File: src/rtl/truncador_saturado_pwm_if.sv
// Sample path from the filter into the PWM truncator: signed sample plus its one-cycle valid strobe.
// The filter side drives the bus and the truncator side receives it.
interface truncador_saturado_pwm_if #(
    parameter int CANT_BITS = 13
);
    logic signed [CANT_BITS-1:0] dato_infiltro;
    logic                        dato_valid;

    modport master (
        output dato_infiltro,
        output dato_valid
    );

    modport slave (
        input  dato_infiltro,
        input  dato_valid
    );
endinterface

File: src/rtl/truncador_saturado_pwm.sv
// Scales, saturates and offsets filter samples into a double-buffered duty value,
// then drives a counter-based PWM whose duty only changes at period boundaries.
module truncador_saturado_pwm #(
    parameter int CANT_BITS = 13,
    parameter int BITS_PWM  = 8,
    parameter int DESPL     = 2,
    parameter int REDONDEO  = 0,
    parameter int DIV       = 1
) (
    input  logic                           clk,
    input  logic                           rst_n,
    truncador_saturado_pwm_if.slave        entrada,
    output logic                           pwm_out,
    output logic                           fin_periodo,
    output logic                           sat_alto,
    output logic                           sat_bajo,
    output logic                           muestra_perdida
);
    localparam int W      = CANT_BITS + 1;
    localparam int PW     = (DIV > 1) ? $clog2(DIV) : 1;
    localparam int SH_RND = (DESPL > 0) ? DESPL - 1 : 0;

    localparam logic signed [W-1:0] V_MAX = W'((1 << (BITS_PWM - 1)) - 1);
    localparam logic signed [W-1:0] V_MIN = W'(-(1 << (BITS_PWM - 1)));
    localparam logic signed [W-1:0] V_RND = (REDONDEO != 0 && DESPL > 0) ? W'(1 << SH_RND) : {W{1'b0}};

    localparam logic [PW-1:0]       PRESC_FIN   = PW'(DIV - 1);
    localparam logic [BITS_PWM-1:0] CONT_FIN    = {BITS_PWM{1'b1}};
    localparam logic [BITS_PWM-1:0] DUTY_NEUTRO = {1'b1, {(BITS_PWM-1){1'b0}}};

    logic signed [W-1:0]   suma_s;
    logic signed [W-1:0]   escala_s;
    logic [BITS_PWM-1:0]   recorte_s;
    logic [BITS_PWM-1:0]   duty_s;
    logic                  alto_s;
    logic                  bajo_s;

    // run_r holds the counters still for the first edge after reset so the period starts cleanly at count 0
    logic                  run_r;
    logic [PW-1:0]         presc_r;
    logic [BITS_PWM-1:0]   contador_r;
    logic [BITS_PWM-1:0]   duty_activo_r;
    logic [BITS_PWM-1:0]   muestra_pend_r;
    logic                  pendiente_r;

    logic                  tick_s;
    logic                  fin_s;
    logic [PW-1:0]         presc_nx_s;
    logic [BITS_PWM-1:0]   contador_nx_s;
    logic [BITS_PWM-1:0]   duty_nx_s;
    logic                  pwm_nx_s;
    logic                  fin_nx_s;

    // Sample scaling, clipping into the PWM range and conversion to offset binary
    always_comb begin
        suma_s    = $signed({entrada.dato_infiltro[CANT_BITS-1], entrada.dato_infiltro}) + V_RND;
        escala_s  = suma_s >>> DESPL;
        alto_s    = 1'b0;
        bajo_s    = 1'b0;
        recorte_s = escala_s[BITS_PWM-1:0];
        if (escala_s > V_MAX) begin
            alto_s    = 1'b1;
            recorte_s = V_MAX[BITS_PWM-1:0];
        end else if (escala_s < V_MIN) begin
            bajo_s    = 1'b1;
            recorte_s = V_MIN[BITS_PWM-1:0];
        end else begin
            recorte_s = escala_s[BITS_PWM-1:0];
        end
        duty_s = {~recorte_s[BITS_PWM-1], recorte_s[BITS_PWM-2:0]};
    end

    // Next-state of prescaler, counter and active duty; outputs are registered from these look-ahead values
    always_comb begin
        tick_s        = run_r && (presc_r == PRESC_FIN);
        fin_s         = tick_s && (contador_r == CONT_FIN);
        presc_nx_s    = presc_r;
        contador_nx_s = contador_r;
        if (!run_r) begin
            presc_nx_s    = {PW{1'b0}};
            contador_nx_s = contador_r;
        end else if (tick_s) begin
            presc_nx_s    = {PW{1'b0}};
            contador_nx_s = contador_r + 1'b1;
        end else begin
            presc_nx_s    = presc_r + 1'b1;
            contador_nx_s = contador_r;
        end
        if (fin_s && pendiente_r) begin
            duty_nx_s = muestra_pend_r;
        end else begin
            duty_nx_s = duty_activo_r;
        end
        pwm_nx_s = (contador_nx_s < duty_nx_s);
        fin_nx_s = (presc_nx_s == PRESC_FIN) && (contador_nx_s == CONT_FIN);
    end

    // Period timebase, active duty and the registered PWM outputs
    always_ff @(posedge clk) begin
        if (!rst_n) begin
            run_r         <= 1'b0;
            presc_r       <= {PW{1'b0}};
            contador_r    <= {BITS_PWM{1'b0}};
            duty_activo_r <= DUTY_NEUTRO;
            pwm_out       <= 1'b0;
            fin_periodo   <= 1'b0;
        end else begin
            run_r         <= 1'b1;
            presc_r       <= presc_nx_s;
            contador_r    <= contador_nx_s;
            duty_activo_r <= duty_nx_s;
            pwm_out       <= pwm_nx_s;
            fin_periodo   <= fin_nx_s;
        end
    end

    // Pending-sample buffer, saturation flags and lost-sample pulse
    always_ff @(posedge clk) begin
        if (!rst_n) begin
            muestra_pend_r  <= {BITS_PWM{1'b0}};
            pendiente_r     <= 1'b0;
            sat_alto        <= 1'b0;
            sat_bajo        <= 1'b0;
            muestra_perdida <= 1'b0;
        end else if (entrada.dato_valid) begin
            muestra_pend_r  <= duty_s;
            pendiente_r     <= 1'b1;
            sat_alto        <= alto_s;
            sat_bajo        <= bajo_s;
            // a sample consumed at the period end in this same cycle is not lost
            muestra_perdida <= pendiente_r && !fin_s;
        end else begin
            muestra_pend_r  <= muestra_pend_r;
            pendiente_r     <= pendiente_r && !fin_s;
            sat_alto        <= sat_alto;
            sat_bajo        <= sat_bajo;
            muestra_perdida <= 1'b0;
        end
    end
endmodule

File: src/flat_wrapper.sv
// flat-port wrapper written by rule: the top's interface ports become plain ports
module truncador_saturado_pwm_flat 
#(
    parameter int CANT_BITS = 13,
    parameter int BITS_PWM  = 8,
    parameter int DESPL     = 2,
    parameter int REDONDEO  = 0,
    parameter int DIV       = 1
)
  (clk, rst_n, pwm_out, fin_periodo, sat_alto, sat_bajo, muestra_perdida, entrada_dato_infiltro, entrada_dato_valid);
  truncador_saturado_pwm_if #(.CANT_BITS(CANT_BITS)) entrada_i ();
  input  logic clk;
  input  logic rst_n;
  output logic pwm_out;
  output logic fin_periodo;
  output logic sat_alto;
  output logic sat_bajo;
  output logic muestra_perdida;
  input wire logic [$bits(entrada_i.dato_infiltro)-1:0] entrada_dato_infiltro;
  input wire logic [$bits(entrada_i.dato_valid)-1:0] entrada_dato_valid;
  assign entrada_i.dato_infiltro = entrada_dato_infiltro;
  assign entrada_i.dato_valid = entrada_dato_valid;
  truncador_saturado_pwm #(.CANT_BITS(CANT_BITS), .BITS_PWM(BITS_PWM), .DESPL(DESPL), .REDONDEO(REDONDEO), .DIV(DIV)) u_core (.clk(clk), .rst_n(rst_n), .entrada(entrada_i), .pwm_out(pwm_out), .fin_periodo(fin_periodo), .sat_alto(sat_alto), .sat_bajo(sat_bajo), .muestra_perdida(muestra_perdida));
endmodule
File: config.mk
export PLATFORM = sky130hd
export DESIGN_NAME = truncador_saturado_pwm_flat
export DESIGN_NICKNAME = d
export VERILOG_FILES = /design/src/rtl/truncador_saturado_pwm_if.sv /design/src/rtl/truncador_saturado_pwm.sv /design/src/flat_wrapper.sv
export SDC_FILE = /design/constraint.sdc
export NUM_CORES = 1
export LEC_CHECK = 0
export CELL_PAD_IN_SITES_DETAIL_PLACEMENT = 1
export CELL_PAD_IN_SITES_GLOBAL_PLACEMENT = 1
export CORE_UTILIZATION = 41
export DETAILED_ROUTE_END_ITERATION = 16
export PLACE_DENSITY_LB_ADDON = 0.1
export SYNTH_ARGS = -nofsm -noshare
export SYNTH_HDL_FRONTEND = slang
export SYNTH_SLANG_ARGS = --single-unit
File: constraint.sdc
create_clock -name clk -period 2.8 [get_ports clk]
set_input_delay 0.42 -clock clk [delete_from_list [all_inputs] [get_ports clk]]
set_output_delay 0.42 -clock clk [all_outputs]
set_load 0.005 [all_outputs]
# After elaboration in Yosys (flattened, before gate mapping)
# Index checks and enable logic that the tools add are counted.
totals:
  regBits: 32
  input_bits: 16
  wordCells: 40
classes:
  addsub: 2
  order_cmp: 3
  eq_ne: 2
  n_mux: 12
  n_bitwise: 3
  n_reduce_logical: 7
ops:
  columns: ["op", "n"]
  rows:
  - ["two-way mux 8 bit", 5]
  - ["equality test 8 bit (second input constant)", 2]
  - ["greater-than comparator 11 x 8 -> 1 bit (second input constant)", 1]
  - ["< comparator 11 x 8 -> 1 bit (second input constant)", 1]
  - ["adder 8 x 1 -> 8 bit (second input constant)", 1]
  - ["< comparator 8 bit", 1]
  - ["two-way mux 1 bit", 7]
  - ["logical AND 1 bit", 5]
  - ["inverter 1 bit", 3]
  - ["AND reduction 2 bit", 1]
  - ["adder 1 bit (second input constant)", 1]
  - ["logical NOT 1 bit", 1]

# Longest topological paths before layout
depth:
  word_depth: 6
  depth_mapped: 10
  mapped_depth_nobuf: 10

# Worst setup path before layout
# OpenSTA, ideal clock, no wires.
synth_path:
  path_type: "flip-flop to flip-flop"
  from: "register u_core.contador_r[0]"
  to: "register u_core.pwm_out"
  t_arrival_ns: 2.400
  slack_ns: 0.338
  stages_incl_launch_ff: 10
  period_less_slack_ns: 2.462
  path_cell_list: "dfxtp_1 > ha_1 > nand2_1 > nor4_4 > mux2i_1 > ha_1 > a211oi_1 > nand2_1 > o21ai_1 > and4b_1"
synth_via:
  elab_chain_cells: 5
  word_cells_on_any_way: 8
  classes_between: "add/sub: 1; order compare: 1; eq/ne: 1; mux: 3; reduce/logical: 2"
synth_rtl:
  columns: ["item", "line_no", "text"]
  rows:
  - ["start, declared", "truncador_saturado_pwm.sv:41", "logic [BITS_PWM-1:0] contador_r;"]
  - ["start signal, assigned", "truncador_saturado_pwm.sv:103", "contador_r <= {BITS_PWM{1'b0}};"]
  - ["start signal, assigned", "truncador_saturado_pwm.sv:110", "contador_r <= contador_nx_s;"]
  - ["parallel branches: the longest is 4 deep, another holds adder 8 x 1 -> 8 bit", null, null]
  - ["< comparator 8 bit (*)", "truncador_saturado_pwm.sv:94", "pwm_nx_s = (contador_nx_s < duty_nx_s);"]
  - ["end signal, assigned", "truncador_saturado_pwm.sv:112", "pwm_out <= pwm_nx_s;"]
  - ["end, declared", "truncador_saturado_pwm.sv:13", "output logic pwm_out,"]
# Mark *: on every way between the ends.
# A chain may end at the register's enable or synchronous reset.

# Final worst setup path
layout_path:
  from: "register u_core.contador_r[3]"
  to: "register u_core.pwm_out"
# Same word-level chain as after synthesis.

==> impl_metrics.ini <==
[run_status]
status = complete, no violations

[placed_design]
place.detailed.hpwl_mm = 2.568
gp_congestion = 0.8606
numPortBuffers = 18
place_inst = 223

[yosys]
synth_top_area_cell = dfxtp_1
synth.top_cell.area_share = 0.4277
syn_area_per_cell_sq_um = 9.539
ys_seq_area_frac = 0.4277
synth_area_leaders = dfxtp_1 43%, ha_1 6.7%, mux2i_1 6.0%
yosysMostFrequentCell = dfxtp_1
ys_seq_elements = 32
synth_area_sq_um = 1498
yosysWarnings = 0
synth_ff_type = dfxtp_1
synthesis.nets = 181
async_reset_ff_frac = 0
ys_top_cells_by_count = 32 x dfxtp_1, 13 x nor2b_1, 12 x nand2_1, 10 x o21ai_0, 9 x mux2i_1
ys_types = 33
postSynthCellCount = 157
synth-edff-count = 0

[clock_tree]
cts_hold_buf = 0
clock_sinks = 32
cts_tree = done
cts_buffers = 5
cts.htree.levels = 2
clock_path_buffers = 2
clk_latency_ps = 320
clk_pin_slew_ps = 90
cts_root_buffer = clkbuf_4

[job]
drv_cap = 0

[die]
die_h_um = 62.44
die-area_sq_um = 3899
initial_core_util = 0.4385
rows = 21
core-area_sq_um = 3416
io_pins = 21
die_w_um = 62.44

[routing]
ant_nets = 0
vias_per_cell = 5.163
routed_wl_mm = 3.304
drc = 0
first_iter_violations = 38
num_vias = 1203
first_pass_iters = 4
wire_per_inst_um = 14.18

[critical_path]
crit_path_start_kind = flop
crit_chain = nand4_4, nor4_4, mux2i_1, ha_1, a211oi_1, nand2_1, o21ai_1, and4b_1
critPathMaxFanout = 6
end_kind = flop
path_buf_inv = 0
worst_ep_arrival_time_ps = 2790
endpoint = u_core.pwm_out
slowest_delay_ps = 490
rr_endpoint = u_core.pwm_out
critical_path_class = flop to flop
cpMaxStageDelayCell = dfxtp_1
cp_top_family = simple AND/OR/NAND/NOR gates
cp.depth = 8
crit_path_start = u_core.contador_r[3]
reg2reg_from = u_core.contador_r[3]
worst-r2r-setup-slack_ps = 270
rr_worst_depth = 8
worstPathRequired_ps = 3070

[power]
total_power_uw = 824.5
p_comb_frac = 0.090
vdd_drop_max_mv = 0.2585
internal_power_uw = 635.9
p_seq_frac = 0.580
clkPwrFrac = 0.330
power_switching_uw = 188.6
switching_share = 0.2288
leakage_nw = 0.7465
power_density_nw_per_um2 = 448.0

[sta]
finalCritPeriodShare = 0.9024
fmax_mhz = 395.8
finalMaxSlewViolations = 0
setup_violations = 0
rsz0062_at_grt = false
fin_crit_ps = 2527
hold_viol = 0
fin_setup_tns_ps = 0
finClkSkew_ps = 4.879

[finish]
fin_nets = 210
diodes = 0
n_fill_cell = 414
final_core_util = 0.5388
area_growth_pct = 22.89
stdcell_count = 233
drive_gt1_frac = 0.1016

[grt]
overflow = 0
antenna_found_initial = 0
first_global_vias = 1278
grt_pass1_wl_mm = 5.713
grt_max_degree = 31
grt.total_usage = 0.1896

[hold_path]
hp-class = flop to flop
worst min-delay path, cell delays in order, from the launching register on:
cell and delay (ps):
dfxtp_1 320, nand2b_1 60, a21boi_0 70
sequential cells by signal, indices dropped and copies added, names as in the netlist:
register and cells:
u_core.pwm_out 1, u_core.pendiente_r 1, u_core.duty_activo_r 8, u_core.muestra_perdida 1, u_core.muestra_pend_r 8, u_core.fin_periodo 1, u_core.sat_bajo 1, u_core.sat_alto 1
u_core.contador_r 8, u_core.run_r 1, u_core.presc_r 1
cell usage in the layout, fill, tap and decap left out, types with 8 or more instances in the layout:
master / count
a21boi_0: 8
mux2i_1: 9
clkdlybuf4s50_1: 18
nand2_1: 12
nor2b_1: 13
ha_1: 8
buf_4: 8
dfxtp_1: 31
nand2b_1: 8
o21ai_0: 10
area by class of cell:
cell class	instances	area, sq um	share of cell area
multi-input cells	116	823.3	0.4473
inverters	5	18.77	0.01020
flip-flops and latches	32	641.9	0.3487
well taps	46	57.56	0.03127
repair buffers	26	240.2	0.1305
clock buffers	8	58.81	0.03195
stage by stage:
stage	hold slack (ps)	instance area (sq um)	setup slack (ps)
finish	485.0	1841	273.2
global route	520.0	1841	23.29
CTS	488.9	1824	142.4
detailed placement	472.7	1765	194.2
global placement	469.4	1765	299.4
floorplan	445.1	1498	338.4
cell families after synthesis:
| family | after synthesis | share of synthesized area |
|---|---|---|
| and+or+nand+nor | 63 | 0.2606 |
| DFF | 32 | 0.4277 |
| AOI/OAI and AO/OA | 28 | 0.1186 |
| muxes | 9 | 0.06015 |
| buffers and inverters | 9 | 0.02255 |
| adders and majority gates | 8 | 0.06684 |
| xor gates and xnor gates | 7 | 0.04094 |
| other | 1 | 0.002504 |
per-layer routing:
layer  wire length, um  global-route usage  share of wire
met1              1454              0.2082           0.44
met2              1727              0.3383           0.52
met3                80             0.05109          0.024
met4                42             0.08430          0.013
met5                 0                   0              0
how the worst min path moves through the flow:
stage,start,end,depth (start not counted)
final,u_core.muestra_pend_r[2],u_core.muestra_pend_r[2],2
after global routing,u_core.muestra_pend_r[4],u_core.muestra_pend_r[4],2
after CTS,u_core.muestra_pend_r[2],u_core.muestra_pend_r[2],2
after detailed placement,u_core.muestra_pend_r[2],u_core.muestra_pend_r[2],2
after global placement,u_core.duty_activo_r[7],u_core.duty_activo_r[7],2
after floorplan,u_core.duty_activo_r[7],u_core.duty_activo_r[7],2
repair_timing:
item	CTS	global route
buffers inserted	0	2
resized for setup	0	1
setup endpoints to repair	0	1
power by group through the flow:
stage / Clock [mW] / Sequential, mW / Combinational (mW)
finish: 0.272 / 0.478 / 0.0739
CTS: 0.285 / 0.479 / 0.0749
detailed placement: 0 / 0.490 / 0.0745
global placement: 0 / 0.489 / 0.0713
global route: 0.312 / 0.481 / 0.0809
floorplan: 0 / 0.487 / 0.0359
Power figures use the tool's default switching activity.
